`config.mk`:
```
export PLATFORM = sky130hd
export DESIGN_NAME = moore_seq_ctrl
export DESIGN_NICKNAME = d
export VERILOG_FILES = /design/src/rtl/moore_seq_ctrl.sv
export SDC_FILE = /design/constraint.sdc
export NUM_CORES = 1
export LEC_CHECK = 0
export BUFFER_PORTS_ARGS = -buffer_cell sky130_fd_sc_hd__buf_2
export CORE_ASPECT_RATIO = 0.8
export CORE_MARGIN = 5
export CORE_UTILIZATION = 55
export DETAILED_ROUTE_END_ITERATION = 10
export GPL_TIMING_DRIVEN = 1
export PLACE_DENSITY = 0.8
export SYNTH_ARGS = -nofsm -noshare
export SYNTH_HDL_FRONTEND = slang
export SYNTH_SLANG_ARGS = --single-unit
```
`constraint.sdc`:
```
create_clock -name clk -period 3.4 [get_ports clk]
set_input_delay 0.34 -clock clk [delete_from_list [all_inputs] [get_ports clk]]
set_output_delay 0.34 -clock clk [all_outputs]
set_load 0.1 [all_outputs]
```
`src/rtl/moore_seq_ctrl.sv`:
```
// Sequencer that resets a 6-state Moore machine, then feeds it a serial bit pattern.
// It counts how many post-step machine states match a target code.
module moore_seq_ctrl (
  input  logic       clk,
  input  logic       rst_n,
  input  logic       start,
  input  logic       abort,
  input  logic [15:0] pattern,
  input  logic [4:0] len,
  input  logic [2:0] target,
  input  logic [2:0] fsm_state,
  output logic       fsm_in,
  output logic       fsm_rst_n,
  output logic       busy,
  output logic       done,
  output logic [4:0] hit_cnt,
  output logic [4:0] first_hit
);

  localparam logic [2:0] IDLE = 3'd0;
  localparam logic [2:0] CLR  = 3'd1;
  localparam logic [2:0] RUN  = 3'd2;
  localparam logic [2:0] LAST = 3'd3;
  localparam logic [2:0] DONE = 3'd4;

  logic [2:0]  r_state;
  logic [15:0] r_pattern;
  logic [2:0]  r_target;
  logic [4:0]  r_len;
  logic [4:0]  r_k;
  logic [4:0]  r_hit_cnt;
  logic [4:0]  r_first_hit;

  logic [4:0]  w_eff_len;
  logic        w_cmp;
  logic        w_match;

  assign w_eff_len = (len > 5'd16) ? 5'd16 : len;

  // r_k equals the number of inputs already applied, so it doubles as the step number.
  assign w_cmp   = ((r_state == RUN) && (r_k != 5'd0)) || (r_state == LAST);
  assign w_match = w_cmp && (fsm_state == r_target);

  // NOTE: rst_n is sampled only at the clock edge (synchronous reset), so it is
  // not in the sensitivity list and it overrides every other branch below.
  always_ff @(posedge clk) begin
    if (!rst_n) begin
      r_state     <= IDLE;
      r_pattern   <= '0;
      r_target    <= '0;
      r_len       <= '0;
      r_k         <= '0;
      r_hit_cnt   <= '0;
      r_first_hit <= '0;
    end else begin
      // NOTE: non-blocking assignments make every register update from the
      // values present before the edge, regardless of statement order.
      case (r_state)
        IDLE: begin
          if (start) begin
            r_pattern   <= pattern;
            r_target    <= target;
            r_len       <= w_eff_len;
            r_k         <= '0;
            r_hit_cnt   <= '0;
            r_first_hit <= '0;
            r_state     <= CLR;
          end
        end
        CLR: begin
          if (abort) begin
            r_hit_cnt   <= '0;
            r_first_hit <= '0;
            r_state     <= IDLE;
          end else begin
            r_state <= (r_len == 5'd0) ? DONE : RUN;
          end
        end
        RUN, LAST: begin
          if (abort) begin
            r_hit_cnt   <= '0;
            r_first_hit <= '0;
            r_state     <= IDLE;
          end else begin
            if (w_match) begin
              if (r_hit_cnt != 5'd16) r_hit_cnt <= r_hit_cnt + 5'd1;
              if (r_first_hit == 5'd0) r_first_hit <= r_k;
            end
            if (r_state == LAST) begin
              r_state <= DONE;
            end else begin
              r_k <= r_k + 5'd1;
              if (r_k == r_len - 5'd1) r_state <= LAST;
            end
          end
        end
        DONE:    r_state <= IDLE;
        default: r_state <= IDLE;
      endcase
    end
  end

  // Outputs decode registered state only; no input reaches them combinationally.
  assign fsm_in    = (r_state == RUN) ? r_pattern[r_k[3:0]] : 1'b0;
  assign fsm_rst_n = (r_state != CLR);
  assign busy      = (r_state == CLR) || (r_state == RUN) || (r_state == LAST);
  assign done      = (r_state == DONE);
  assign hit_cnt   = r_hit_cnt;
  assign first_hit = r_first_hit;

endmodule

```
Word level (Yosys, flattened, before mapping). Index checks and enable logic that the tools add are counted.

Register bits after elaboration: 42. Input port bits: 31. Output and inout port bits: 14. Logic and storage cells: 69.

$add $sub $neg: 3. Magnitude comparators: 2. Eq/ne operators: 16. Multiplexer cells: 24. Reduce and logical (&&, ||, !) cells: 17.

Operators by type and width (number): 5-bit 2-to-1 mux (11); 5-bit case mux with 3 select lines (2); 3-bit 2-to-1 mux (6); 5-bit by 1-bit adder with 5-bit output (second input constant) (2); 5-bit logical NOT (2); 5-bit case mux with 2 select lines (1); 5-bit AND reduction (2); 3-bit != test (second input constant) (3); 3-bit case mux with 3 select lines (1); 2-bit != test (second input constant) (4); 3-bit by 2-bit == test with 1-bit output (second input constant) (2); 5-bit == test (1); 5-bit greater-than comparator (second input constant) (1); 4-bit by 5-bit < comparator with 1-bit output (second input constant) (1); 5-bit != test (second input constant) (1); 5-bit nonzero test (1); 5-bit by 1-bit subtractor with 5-bit output (second input constant) (1); 1-bit binary-select mux with 4-bit select (1); 4-bit != test (second input constant) (1); 2-bit AND reduction (2); 4-bit AND reduction (1); 3-bit by 1-bit == test with 1-bit output (second input constant) (1); 3-bit == test (1); 3-bit == test (second input constant) (1); 8 further kinds (12).

Logic depth before layout (Yosys ltp).
Word-level depth: 7. Gate-level depth with buffers: 9. Mapped depth without buffers: 7.

Worst setup path after synthesis. Ideal clock, no wire load.

Path type: flip-flop to output port. From: reg r_k[0]. To: out fsm_in. Arrival time: 2.344 ns. Data required time: 3.060 ns. Setup slack: 0.716 ns. Stages on the path, launching flop included: 5. Buffers on the path: 1. Path through: dfxtp_1 > buf_4 > mux4_2 > mux4_2 > nor2b_1.

Word-level cells in the longest chain between the ends: 3.

RTL lines: start, declared (line 30) `logic [4:0] r_k;`; start signal, assigned (line 92) `r_k <= r_k + 5'd1;`; 1-bit binary-select mux with 4-bit select (line 104) `assign fsm_in = (r_state == RUN) ? r_pattern[r_k[3:0]] : 1'b0;`; 1-bit 2-to-1 mux (implied by the code) (line 104); 1-bit 2-to-1 mux (line 104); end, declared (line 12) `output logic fsm_in,`.

No other way between the ends. The select of a mux whose other input is x is not followed.

Worst setup path after layout. Ends and elaborated chain as after synthesis.

==> impl_metrics.tcl <==
set metrics [dict create \
    status "complete, no violations" \
    leakage_nw 1.01 \
    rsz0062_at_grt "no" \
    synthCells 250 \
    drc_errors 0 \
    ctsRootBufferMaster "clkbuf_8" \
    max_cap_violations 0 \
    num_io_pins 45 \
    setup_viol 0 \
    cts_max_level 2 \
    reg2reg_slack_ps 1330 \
    placed_area_sq_mm 0.00235 \
    antenna-diode-count 0 \
    dr.pass1.iters 4 \
    vias 1837 \
    clock_path_buffers 2 \
    hold_viol 0 \
    hp-class "input pin to register" \
    fmax_mhz 372 \
    tightest_slew_ps 1090 \
    cts_tree "done" \
    cts_hold_buf 0 \
    final_util_pct 66.1 \
    grt_pass1_vias 1718 \
    n_fill_cell 312 \
    cts_sinks 42 \
    synth_ff_type "dfxtp_1" \
    hold_ws_ps 265 \
    grt_max_degree 30 \
    grt-busiest-layer "met2" \
    io_buffer_count 44 \
    fin_skew_ps 3.68 \
    routedWlPerCell_um 13.3 \
    synthTopCellsByArea "dfxtp_1 39%, nand2_1 10%, a21oi_1 6.1%, mux4_2 5.3%, mux2i_1 3.3%" \
    fp.dieH_um 65.8 \
    critPathMaxFanout 11 \
    synth-edff-count 0 \
    dp_hpwl_mm 3.25 \
    tns_ps 0 \
    syn_avg_cell_area_sq_um 8.55 \
    start_util_pct 56.6 \
    grt_util_met1_pct 26.0 \
    yosysSeqAreaShare_pct 39.3 \
    grt_pass1_wl_mm 7.78 \
    power.density_mw_per_mm2 481 \
    cp_data_required_time_ps 3060 \
    ant_nets 0 \
    synth_common_cells "58 x nand2_1, 42 x dfxtp_1, 26 x a21oi_1" \
    synthAdderAreaFrac_pct 2.93 \
    cts_resized 0 \
    cts_made_buffers 5 \
    syn_nets 286 \
    vdd_drop_max_mv 0.245 \
    syn_area_sq_mm 0.00214 \
    track_usage_pct 19.1 \
    r2r_cells 7 \
    synth_mux_area_share_pct 8.55 \
    use_met2_pct 28.9 \
    synth_top_family_by_area "simple AND/OR/NAND/NOR gates" \
    yosys.area.top_type "dfxtp_1" \
    cp-startpoint "r_k[0]$_SDFFE_PN0P_" \
    critPathKind "register to output port" \
    synth-simple-area-share_pct 25.2 \
    antenna_found_initial 0 \
    synth_warnings 0 \
    end_kind "output port" \
    max-slew-margin-rel_pct 27.0 \
    via_per_inst 5.39 \
    clkLatencyLatePin_ps 300 \
    critPathLaunchType "register" \
    gr-total-overflow 0 \
    areaGrowthSynthToFinish_pct 16.9 \
    fin_area_sq_mm 0.00250 \
    fin_crit_sh_pct 79.1 \
    die_area_sq_mm 0.00524 \
    layout.nets 321 \
    rr_endpoint "first_hit[3]$_SDFFE_PN0P_" \
    min_period_ps 2690 \
    synth_compound_area_share_pct 12.1 \
    crit_path_end "fsm_in" \
    drive_gt1_share_pct 23.4 \
    drtIter0Drc 87 \
    synth_xor_area_share_pct 5.97 \
    num_rows 20 \
    postCtsSetupRepairBufs 0 \
    synth_seq_cells 42 \
    fp.coreArea_sq_mm 0.00378 \
    yosys.area.top_type_share_pct 39.3 \
    yosysUniqueCellTypes 41 \
    crit_arrival_ps 2350 \
    finalWorstSetupSlack_ps 710 \
    pre_cts_ws_ps 1030 \
    rr_startpoint "r_k[0]$_SDFFE_PN0P_" \
    yosys.cell_count.top_type "nand2_1" \
    use_met3_pct 6.16 \
    cts.reportedPaths.clkPinSlew_ps 80 \
    die_x_um 79.7 \
    drt_wl_total_mm 4.54 \
    slew_viol_final 0 \
    async_flop_share_pct 0 \
    gp_congestion 0.871 \
]
## flip-flops by register name (all words and copies together), names as in the netlist
register / count
r_pattern: 16
first_hit: 5
r_len: 5
hit_cnt: 5
r_state: 3
r_k: 5
r_target: 3
## worst min-delay path by stage
stage / startpoint / end / slack (ps) / cells after the start
final: pattern[14] / r_pattern[14]$_SDFFE_PN0P_ / 260 / 3
after global routing: target[2] / r_target[2]$_SDFFE_PN0P_ / 270 / 3
after CTS: pattern[14] / r_pattern[14]$_SDFFE_PN0P_ / 260 / 3
after detailed placement: r_pattern[9]$_SDFFE_PN0P_ / r_pattern[9]$_SDFFE_PN0P_ / 450 / 2
after global placement: r_pattern[11]$_SDFFE_PN0P_ / r_pattern[11]$_SDFFE_PN0P_ / 440 / 2
after floorplan: abort / r_state[2]$_SDFFE_PN0P_ / 420 / 1
## placed cells by master (no fill, tap or decap), drive strengths merged, types with 2 or more instances in the layout
cell / instances
a211oi: 2
a21oi: 26
a31oi: 3
and2: 2
buf: 45
bufinv: 2
clkbuf: 6
dfxtp: 42
ha: 5
inv: 10
mux2i: 7
mux4: 5
nand2: 58
nand2b: 4
nand3: 10
nand3b: 5
nand4: 2
nor2: 13
nor3: 4
nor4: 3
nor4b: 2
o21ai: 4
or2: 2
or4: 2
xnor2: 7
xor2: 5
## layout make-up
cell class / count / area (sq um) / share of cell area [%]
clock buffer: 6 / 82.6 / 3.31
timing repair buffer: 45 / 228 / 9.12
inverter: 10 / 37.5 / 1.50
multi-input combinational: 181 / 1180 / 47.2
sequential: 42 / 841 / 33.7
tap: 55 / 68.8 / 2.76
clock inverter: 2 / 60.1 / 2.40
## kinds of logic (layout without fill, tap and decap cells)
family / count (synthesis) / in the layout
fa+ha+maj: 5 / 5
compound gates: 40 / 40
mux: 12 / 12
buf+inv: 27 / 63
flops: 42 / 42
simple gates: 111 / 111
xor+xnor: 13 / 13
## critical path, cell delays in order, from the launching register on
cell and delay [ps]:
dfxtp_1 600, mux4_2 550, mux4_2 460, nor2b_1 140
buf_2 290
## report_power, final
group	internal, mW	leakage [nW]	switching, mW	total [mW]
Combinational	0.0681	0.597	0.108	0.176
Clock	0.313	0.0714	0.177	0.490
Sequential	0.513	0.342	0.0212	0.535
Total	0.895	1.01	0.306	1.20
## per-stage QoR
stage | total power, mW | cells
global placement | 0.719 | 333
detailed placement | 0.721 | 333
floorplan | 0.679 | 250
CTS | 1.20 | 341
finish | 1.20 | 341
global route | 1.25 | 341
## routing by layer
layer | part of all wire (%) | wire length, um
met1 | 48 | 2190
met2 | 43 | 1970
met3 | 7.1 | 324
met4 | 1.1 | 50
met5 | 0 | 0
Power figures use the tool's default switching activity.
